## config.mk

```make
export PLATFORM = sky130hd
export DESIGN_NAME = alu_seq_ctrl
export DESIGN_NICKNAME = d
export VERILOG_FILES = /design/src/rtl/alu_pkg.sv /design/src/rtl/alu_seq_ctrl.sv
export SDC_FILE = /design/constraint.sdc
export NUM_CORES = 1
export LEC_CHECK = 0
export ABC_CLOCK_PERIOD_IN_PS = 2000
export BUFFER_PORTS_ARGS = -buffer_cell sky130_fd_sc_hd__clkbuf_2
export CELL_PAD_IN_SITES_DETAIL_PLACEMENT = 1
export CELL_PAD_IN_SITES_GLOBAL_PLACEMENT = 1
export CORE_UTILIZATION = 40
export CTS_BUF_LIST = sky130_fd_sc_hd__clkbuf_4 sky130_fd_sc_hd__clkbuf_8 sky130_fd_sc_hd__clkbuf_16
export CTS_CLUSTER_DIAMETER = 60
export DETAILED_ROUTE_END_ITERATION = 8
export PLACE_DENSITY_LB_ADDON = 0.1
export SLEW_MARGIN = 20
export SYNTH_ARGS = -nofsm -noshare
export SYNTH_HDL_FRONTEND = slang
export SYNTH_SLANG_ARGS = --single-unit
```

## constraint.sdc

```tcl
create_clock -name clk -period 2 [get_ports clk]
set_clock_uncertainty 0.05 [all_clocks]
set_input_delay 0.3 -clock clk [delete_from_list [all_inputs] [get_ports clk]]
set_output_delay 0.3 -clock clk [all_outputs]
set_load 0.005 [all_outputs]
```

## src/rtl/alu_pkg.sv

```systemverilog
// ---------------------------------------------------------------------------
// alu_pkg
// Shared definitions for the 9-bit ALU and its multi-cycle sequencer.
//   DATA_W      : datapath width of the ALU (fixed at 9)
//   alu_cmd_e   : ALU command encodings
//   seq_op_e    : sequencer operations (SHL, MUL, two reserved codes)
//   seq_state_e : sequencer FSM states
// ---------------------------------------------------------------------------
package alu_pkg;

   localparam int DATA_W = 9;

   typedef enum logic [2:0] {
      ADD = 3'b000,
      LSL = 3'b001,
      XOR = 3'b011,
      SUB = 3'b110,
      CMP = 3'b111
   } alu_cmd_e;

   typedef enum logic [1:0] {
      SHL   = 2'b00,
      MUL   = 2'b01,
      RSVD2 = 2'b10,
      RSVD3 = 2'b11
   } seq_op_e;

   typedef enum logic [1:0] {
      IDLE = 2'b00,
      EXEC = 2'b01,
      DONE = 2'b10
   } seq_state_e;

endpackage

```

## src/rtl/alu_seq_ctrl.sv

```systemverilog
// ---------------------------------------------------------------------------
// alu_seq_ctrl
// Multi-cycle sequencer between the control FSM and the combinational 9-bit
// ALU. Runs variable shift-left (one ALU add per bit) and a 9x9 shift-add
// multiply (low 9 bits) by borrowing the ALU while busy.
//
// Ports:
//   clk, rst_n   : clock (rising edge), asynchronous active-low reset
//   start_i      : request, sampled only in IDLE
//   op_i         : 00=SHL, 01=MUL, 10/11 reserved (complete with result 0)
//   a_i, b_i     : operand A (shiftee/multiplicand), B (amount/multiplier)
//   busy_o       : high in EXEC and DONE
//   done_o       : one-cycle pulse, result valid
//   rslt_o       : result, held until the next accepted start completes
//   carry_o      : SHL last bit shifted out, MUL sticky overflow
//   alu_cmd_o    : ALU command (always ADD)
//   alu_a_o/b_o  : ALU operands, zero outside EXEC
//   alu_rslt_i   : ALU result, same cycle
//
// Build option:
//   MUL_EARLY_EXIT_EN : MUL leaves EXEC once no multiplier bits remain;
//                       results are unchanged, only latency shrinks.
// ---------------------------------------------------------------------------
module alu_seq_ctrl
   import alu_pkg::*;
#(
   parameter int W     = DATA_W,
   parameter int CNT_W = 4
) (
   input  logic         clk,
   input  logic         rst_n,
   input  logic         start_i,
   input  logic [1:0]   op_i,
   input  logic [W-1:0] a_i,
   input  logic [W-1:0] b_i,
   output logic         busy_o,
   output logic         done_o,
   output logic [W-1:0] rslt_o,
   output logic         carry_o,
   output logic [2:0]   alu_cmd_o,
   output logic [W-1:0] alu_a_o,
   output logic [W-1:0] alu_b_o,
   input  logic [W-1:0] alu_rslt_i
);

   localparam logic [CNT_W-1:0] FULL_ITERS = CNT_W'(W);
   localparam logic [W-1:0]     MAX_SHIFT  = W'(W);

   seq_state_e       state;
   seq_op_e          op_q;
   logic [W-1:0]     acc;
   logic [W-1:0]     a_sh;
   logic [W-1:0]     mplr;
   logic [CNT_W-1:0] cnt;
   logic             ovf;

   logic             take_add;
   logic [W-1:0]     exec_acc;
   logic             exec_carry;
   logic             exec_last;

   // A MUL iteration only borrows the ALU when the current multiplier bit is set.
   assign take_add  = (op_q == MUL) && mplr[0];
   assign alu_cmd_o = ADD;

   // ALU operands are decoded from registered state only, so the ALU result
   // returns within the same cycle without a combinational loop through us.
   always_comb begin
      // NOTE: every combinational output gets a default first so no path can
      // infer a latch.
      alu_a_o = '0;
      alu_b_o = '0;
      if (state == EXEC) begin
         if (op_q == SHL) begin
            alu_a_o = acc;
            alu_b_o = acc;
         end else if (take_add) begin
            alu_a_o = acc;
            alu_b_o = a_sh;
         end
      end
   end

   // Next accumulator / carry and termination for the current EXEC cycle.
   always_comb begin
      exec_acc   = acc;
      exec_carry = ovf;
      exec_last  = (cnt == CNT_W'(1));
      if (op_q == SHL) begin
         exec_acc   = alu_rslt_i;
         exec_carry = acc[W-1];           // bit lost by this doubling
      end else begin
         if (take_add) exec_acc = alu_rslt_i;
         // Overflow: the add wrapped, or a multiplicand bit falls off the top
         // while higher multiplier bits still need the shifted value.
         exec_carry = ovf
                    | (take_add && (alu_rslt_i < acc))
                    | (a_sh[W-1] && (mplr[W-1:1] != '0));
`ifdef MUL_EARLY_EXIT_EN
         exec_last  = (mplr[W-1:1] == '0);
`endif
      end
   end

   // NOTE: all state is reset asynchronously and updated with non-blocking
   // assignments only, so every register samples pre-edge values.
   always_ff @(posedge clk or negedge rst_n) begin
      if (!rst_n) begin
         state   <= IDLE;
         op_q    <= SHL;
         acc     <= '0;
         a_sh    <= '0;
         mplr    <= '0;
         cnt     <= '0;
         ovf     <= 1'b0;
         busy_o  <= 1'b0;
         done_o  <= 1'b0;
         rslt_o  <= '0;
         carry_o <= 1'b0;
      end else begin
         done_o <= 1'b0;
         unique case (state)
            IDLE: begin
               if (start_i) begin
                  op_q   <= seq_op_e'(op_i);
                  acc    <= '0;
                  a_sh   <= a_i;
                  mplr   <= b_i;
                  ovf    <= 1'b0;
                  cnt    <= FULL_ITERS;
                  busy_o <= 1'b1;
                  unique case (seq_op_e'(op_i))
                     SHL: begin
                        if (b_i == '0) begin
                           state   <= DONE;
                           done_o  <= 1'b1;
                           rslt_o  <= a_i;
                           carry_o <= 1'b0;
                        end else begin
                           acc   <= a_i;
                           cnt   <= (b_i >= MAX_SHIFT) ? FULL_ITERS : b_i[CNT_W-1:0];
                           state <= EXEC;
                        end
                     end
                     MUL: begin
`ifdef MUL_EARLY_EXIT_EN
                        if (b_i == '0) begin
                           state   <= DONE;
                           done_o  <= 1'b1;
                           rslt_o  <= '0;
                           carry_o <= 1'b0;
                        end else begin
                           state <= EXEC;
                        end
`else
                        state <= EXEC;
`endif
                     end
                     default: begin
                        state   <= DONE;
                        done_o  <= 1'b1;
                        rslt_o  <= '0;
                        carry_o <= 1'b0;
                     end
                  endcase
               end
            end
            EXEC: begin
               acc  <= exec_acc;
               ovf  <= exec_carry;
               cnt  <= cnt - 1'b1;
               a_sh <= {a_sh[W-2:0], 1'b0};
               mplr <= mplr >> 1;
               if (exec_last) begin
                  state   <= DONE;
                  done_o  <= 1'b1;
                  rslt_o  <= exec_acc;
                  carry_o <= exec_carry;
               end
            end
            DONE: begin
               state  <= IDLE;
               busy_o <= 1'b0;
            end
            default: state <= IDLE;
         endcase
      end
   end

endmodule

```

==> metrics.md, run 1 <==
| Metric | Value |
|---|---|
| Slew margin rel. | `0.537` |
| Outcome | `finished, violations left` |
| Share of cells above drive strength 1 | `0.323` |
| Combinational share of power | `0.560` |
| Drt wl/cell | `17.9 um` |
| Final hold slack | `197 ps` |
| CP startpoint | `state[1]` |
| Violated checks | `setup timing` |
| Tmin final | `2070 ps` |
| H-tree depth | `2` |
| Cts bufs inserted | `5` |
| CTS root buffer | `clkbuf_8` |
| Fin util | `0.533` |
| Clk_lat worst skew | `300 ps` |
| Crit path kind | `flop to output port` |
| Placed cell areas | `3240 um2` |
| Worst Path Required | `1650 ps` |
| Syn Area/Cell | `8.52 um2` |
| Multi-input gate area | `1470 um2` |
| CP Capture Point | `alu_b_o[3]` |
| Ys Warns | `0` |
| I/O Pins | `65` |
| Chip width | `85.1 um` |
| Sequential Power Share | `0.334` |
| Worst-path clk slew | `80 ps` |
| Power per cell area | `1560 nW/um2` |
| Peak supply drop | `0.000749 V` |
| Routed wire length | `8.52 mm` |
| TritonCTS Sinks | `48` |
| Net Switching | `2460 uW` |
| Core footprint | `6490 um2` |
| Reg-to-reg startpoint | `acc[8]` |
| Max clock buf depth | `2` |
| Detail Route Antenna Nets | `0` |
| R2r setup slk | `130 ps` |
| GRT Total Usage | `0.257` |
| Worst Path Max Fanout | `5` |
| Hold Vio Cnt, Final | `0` |
| Number of synthesized flops with an enable pin | `0` |
| GRT overflow | `0` |
| #FFs+latches synth | `48` |
| Post-synthesis instance total | `324` |
| Internal Power | `2950 uW` |
| Setup TNS | `-707 ps` |
| Worst-Margin Slew | `693 ps` |
| Detailed Place HPWL | `6.42 mm` |
| Post-Syn Area | `2760 um2` |
| Layout area overhead | `25.5%` |
| MaxCap Viol Count | `0` |
| RSZ-0062 raised after global routing | `yes` |
| Nets | `442` |
| Filler instances | `791` |
| Post-route cell area | `3460 um2` |
| Via density per instance | `5.59` |
| Fin worst setup slack | `-67.3 ps` |
| Slew Viols, Final | `0` |
| # setup viols final | `18` |
| Register Area | `1200 um2` |
| Initial antenna violation count | `0` |
| Post-synth top flop | `dfrtp_1` |
| Starting Density | `0.425` |
| IO Port Bufs | `61` |
| Largest net degree at the start of global routing | `29` |
| CTS tree | `yes` |
| Worst reg2reg endpoint | `carry_o` |
| Switching Fraction | `0.455` |
| Post-synthesis async set-or-reset flop share | `1.00` |
| N_diodes | `0` |
| Vias in the first global route | `2816` |
| Rows | `29` |
| # DRC | `0` |
| First-pass DRT Iterations | `4` |
| Global-route wire length before repair | `14.4 mm` |
| Routability cong. | `0.778` |
| Worst endpoint data arrival time | `1720 ps` |
| Leakage dissipation | `0.00170 uW` |
| Register area share after synthesis | `0.435` |
| DIE HEIGHT | `85.1 um` |
| Netlist cell types | `43` |
| HP Class | `input port to flop` |
| Worst reg2reg path depth | `7` |
| Clock share of power | `0.106` |
| F_max | `484 MHz` |
| Die ar. | `7240 um2` |
| Setup crit start kind | `flop` |
| Total power | `5420 uW` |
| Vias | `2665` |
| Crit end category | `output port` |
| Final period utilization | `1.03` |
| Iter 0 DRT Violations | `108` |
[what timing repair did]
action,CTS,global route
setup endpoints to repair,29,19
endpoints found under the hold margin,12,0
buffers inserted,3,0
resized for setup,26,13
hold buffers,1,0
cloned,1,0
[power groups by stage]
stage / logic, uW / registers [uW] / clock network (uW)
floorplan: 1740 / 1730 / 0
global placement: 2680 / 1790 / 0
detailed placement: 2790 / 1820 / 0
CTS: 3030 / 1810 / 599
global route: 3410 / 1870 / 628
finish: 3030 / 1810 / 573
[worst min-delay path by stage]
| stage | from | endpoint | slack, ps | cells past startpoint |
|---|---|---|---|---|
| 2_1_floorplan | rst_n | a_sh[0] | -50 | 0 |
| 3_3_place_gp | rst_n | rslt_o[7] | 180 | 1 |
| 3_5_place_dp | rst_n | rslt_o[7] | 190 | 1 |
| 4_1_cts | b_i[1] | mplr[1] | 190 | 3 |
| 5_1_grt | a_i[8] | a_sh[8] | 210 | 3 |
| 6_report | b_i[1] | mplr[1] | 200 | 3 |
[cell usage in the layout (no fill, tap or decap), types with 9 or more instances in the layout]
master and n:
o21ai_0 15, ha_1 10, inv_1 22, a211oi_1 10, mux2i_1 9, buf_4 23, nand2_1 54, nor2_1 17
dfrtp_1 47, a21oi_1 31, buf_2 11, clkbuf_2 50
[through the flow]
| stage | instances | setup WS (ps) |
|---|---|---|
| 5_1_grt | 477 | -135 |
| 4_1_cts | 477 | -88.8 |
| 6_report | 477 | -67.3 |
| 3_5_place_dp | 465 | -141 |
| 3_3_place_gp | 465 | 22.9 |
| 2_1_floorplan | 326 | 164 |
[logic make-up (layout without fill, tap and decap cells)]
logic type	after synthesis	after routing	synth area share
AND/OR/NAND/NOR	117	117	0.211
AO/OA/AOI/OAI	92	92	0.199
flip-flops	48	48	0.435
buffers and inverters	45	119	0.0680
adder cells (fa/ha/maj)	10	10	0.0453
multiplexers	10	10	0.0367
other	1	3	0.00136
XOR/XNOR	1	1	0.00317
[state kept, by name, indices dropped and copies added (netlist names)]
signal and count:
a_sh 9, mplr 9, cnt 4, op_q 2, done_o 1, carry_o 1
ovf 1, acc 9, rslt_o 9, state 2, busy_o 1
[synthesized netlist by cell type (2+ instances only)]
cell type,count,area [um2]
o21ai_1,3,15.0
nand2_1,54,203
o221ai_1,2,17.5
ha_1,10,125
a22oi_1,8,60.1
buf_4,3,22.5
o22ai_1,7,43.8
a21o_1,2,15.0
o2bb2ai_1,2,17.5
or3_1,2,12.5
or3b_1,5,43.8
nand3_1,4,20.0
inv_1,22,82.6
nor3b_1,2,15.0
nor2b_1,3,18.8
or3b_2,4,35.0
clkbuf_1,16,60.1
inv_2,2,7.51
o21ai_0,15,75.1
nor2_1,27,101
a21oi_1,39,195
nor4_1,4,25.0
a211oi_1,10,75.1
dfrtp_1,48,1200
mux2i_1,9,90.1
nor3_1,4,20.0
[worst max-delay path, cell delays in order (launching register included)]
cell and delay, ps:
dfrtp_2 460, nand2b_4 160, or3_4 420, buf_6 160, a21oi_2 100, buf_2 120
[routing by layer]
layer / vias to the layer above / share of wire / global-route usage
met5: - / 0 / 0
met4: 0 / 0.013 / 0.0693
met3: 12 / 0.035 / 0.0438
met2: 55 / 0.50 / 0.451
met1: 1327 / 0.45 / 0.328
li1: 1271 / - / -
[layout make-up]
type,instances,share of cell area
inverter,24,0.0260
sequential,48,0.347
timing repair buffer,88,0.151
tap,77,0.0278
clock buffer,6,0.0220
clock inverter,1,0.00144
multi-input combinational,233,0.425
(Power assumes the default switching activity.)
==> inputs of run 2 (changes only) <==
Settings changed: CELL_PAD_IN_SITES_GLOBAL_PLACEMENT 1 to 2, CORE_UTILIZATION 40 to 31.
==> metrics.md, run 2 (synthesis results as in run 1) <==
| Metric | Value |
|---|---|
| Outcome | `finished, violations left` |
| Violated checks | `setup timing` |
| Starting Density | `0.318` |
| Worst-Margin Slew | `663 ps` |
| IO Port Bufs | `61` |
| CP startpoint | `op_q[0]` |
| Drt wl/cell | `17.1 um` |
| Hold Vio Cnt, Final | `0` |
| Reg-to-reg startpoint | `acc[8]` |
| Vias in the first global route | `2733` |
| RSZ-0062 raised after global routing | `yes` |
| Max clock buf depth | `2` |
| Tmin final | `2020 ps` |
| Via density per instance | `5.14` |
| Cts bufs inserted | `5` |
| # DRC | `0` |
| Placed insts | `499` |
| Iter 0 DRT Violations | `104` |
| Worst reg2reg endpoint | `carry_o` |
| F_max | `496 MHz` |
| Rows | `34` |
| Clk_lat worst skew | `310 ps` |
| Fin util | `0.426` |
| Final hold slack | `13.8 ps` |
| Initial antenna violation count | `0` |
| M1 wire length | `4.32 mm` |
| Share of cells above drive strength 1 | `0.345` |
| Post-route cell area | `3690 um2` |
| Routability cong. | `0.808` |
| H-tree depth | `2` |
| DIE HEIGHT | `96.4 um` |
| N_diodes | `0` |
| Nets | `447` |
| Worst Path Max Fanout | `7` |
| Slew margin rel. | `0.558` |
| I/O Pins | `65` |
| Setup crit start kind | `flop` |
| Hold-fix buffers, CTS | `0` |
| Total power | `6050 uW` |
| First-pass DRT Iterations | `4` |
| TritonCTS Sinks | `48` |
| DR top layer | `met4` |
| Crit path kind | `flop to output port` |
| Crit end category | `output port` |
| Met2 Wirelength | `4.04 mm` |
| Worst reg2reg path depth | `7` |
| MaxCap Viol Count | `0` |
| Metal3 WL | `316 um` |
| Slew Viols, Final | `0` |
| R2r setup slk | `160 ps` |
| Detailed Place HPWL | `6.26 mm` |
| CTS root buffer | `clkbuf_8` |
| Post-Layout Cell Count | `514` |
| HP Class | `input port to async pin` |
| Worst Path Required | `1650 ps` |
| Most common cell after layout, fill and taps aside | `nand2_1` |
| GRT Total Usage | `0.207` |
| Global-route wire length before repair | `14.3 mm` |
| CTS tree | `yes` |
| Most frequent cells in the layout | `nand2_1, dfrtp_1, clkbuf_2` |
| Die ar. | `9290 um2` |
| Core footprint | `8680 um2` |
| Worst-path clk slew | `100 ps` |
| Layout area overhead | `33.8%` |
| GRT overflow | `0` |
| Peak supply drop | `0.000536 V` |
| Leakage dissipation | `0.00179 uW` |
| Routed wire length | `8.80 mm` |
| Detail Route Antenna Nets | `0` |
| Vias | `2641` |
| Fin worst setup slack | `-16.1 ps` |
| Chip width | `96.4 um` |
| Final period utilization | `1.01` |
| Largest net degree at the start of global routing | `49` |
| # setup viols final | `5` |
| Placed cell areas | `3300 um2` |
| Worst endpoint data arrival time | `1670 ps` |
| Power per cell area | `1640 nW/um2` |
## run 2: cell types whose count changed in the layout (fill, tap and decap cells not counted), sizes merged
cell	previous run	this run
buf	37	47
bufinv	0	3
clkbuf	56	51
clkinv	1	0
dlygate4sd3	1	0
## run 2: worst max-delay path, cell delays in order, from the launching register on
cell	delay (ps)
dfrtp_1	400
nor2b_4	130
or3_4	430
buf_8	170
a21oi_2	100
buf_2	120
## run 2: how the worst max path moves through the flow
stage,to,cells after the start
2_1_floorplan,alu_b_o[7],6
3_3_place_gp,acc[4],7
3_5_place_dp,acc[1],7
4_1_cts,alu_b_o[2],5
5_1_grt,alu_b_o[1],5
6_report,alu_b_o[0],5
## run 2: layer usage
layer,vias to the layer above,GRT usage
met5,-,0
met4,0,0.0490
met3,11,0.0348
met2,55,0.335
met1,1297,0.286
li1,1278,-
## run 2: repair_timing
action | 4_1_cts | 5_1_grt
endpoints found under the setup margin | 18 | 25
cloned | 1 | 0
pin swaps | 2 | 0
gates resized for setup | 34 | 24
setup buffers | 6 | 0
## run 2: cell type report
type,count,area [um2]
repair buffers,93,591
clock inverters,3,90.1
fillers,1049,4980
flip-flops and latches,48,1200
clock buffers,5,68.8
inverters,24,90.1
multi-input cells,233,1520
well taps,108,135
## run 2: through the flow
step	setup WS [ps]	setup TNS (ps)
2_1_floorplan	164	0
3_3_place_gp	8.60	0
3_5_place_dp	-43.5	-287
4_1_cts	-31.9	-195
5_1_grt	-87.2	-1030
6_report	-16.1	-41.3
## run 2: power by group
group / leakage (uW) / internal (uW) / switching, uW
Sequential: 0.000589 / 1440 / 355
Combinational: 0.00112 / 1390 / 1870
Clock: 0.0000784 / 626 / 368
Total: 0.00179 / 3460 / 2590
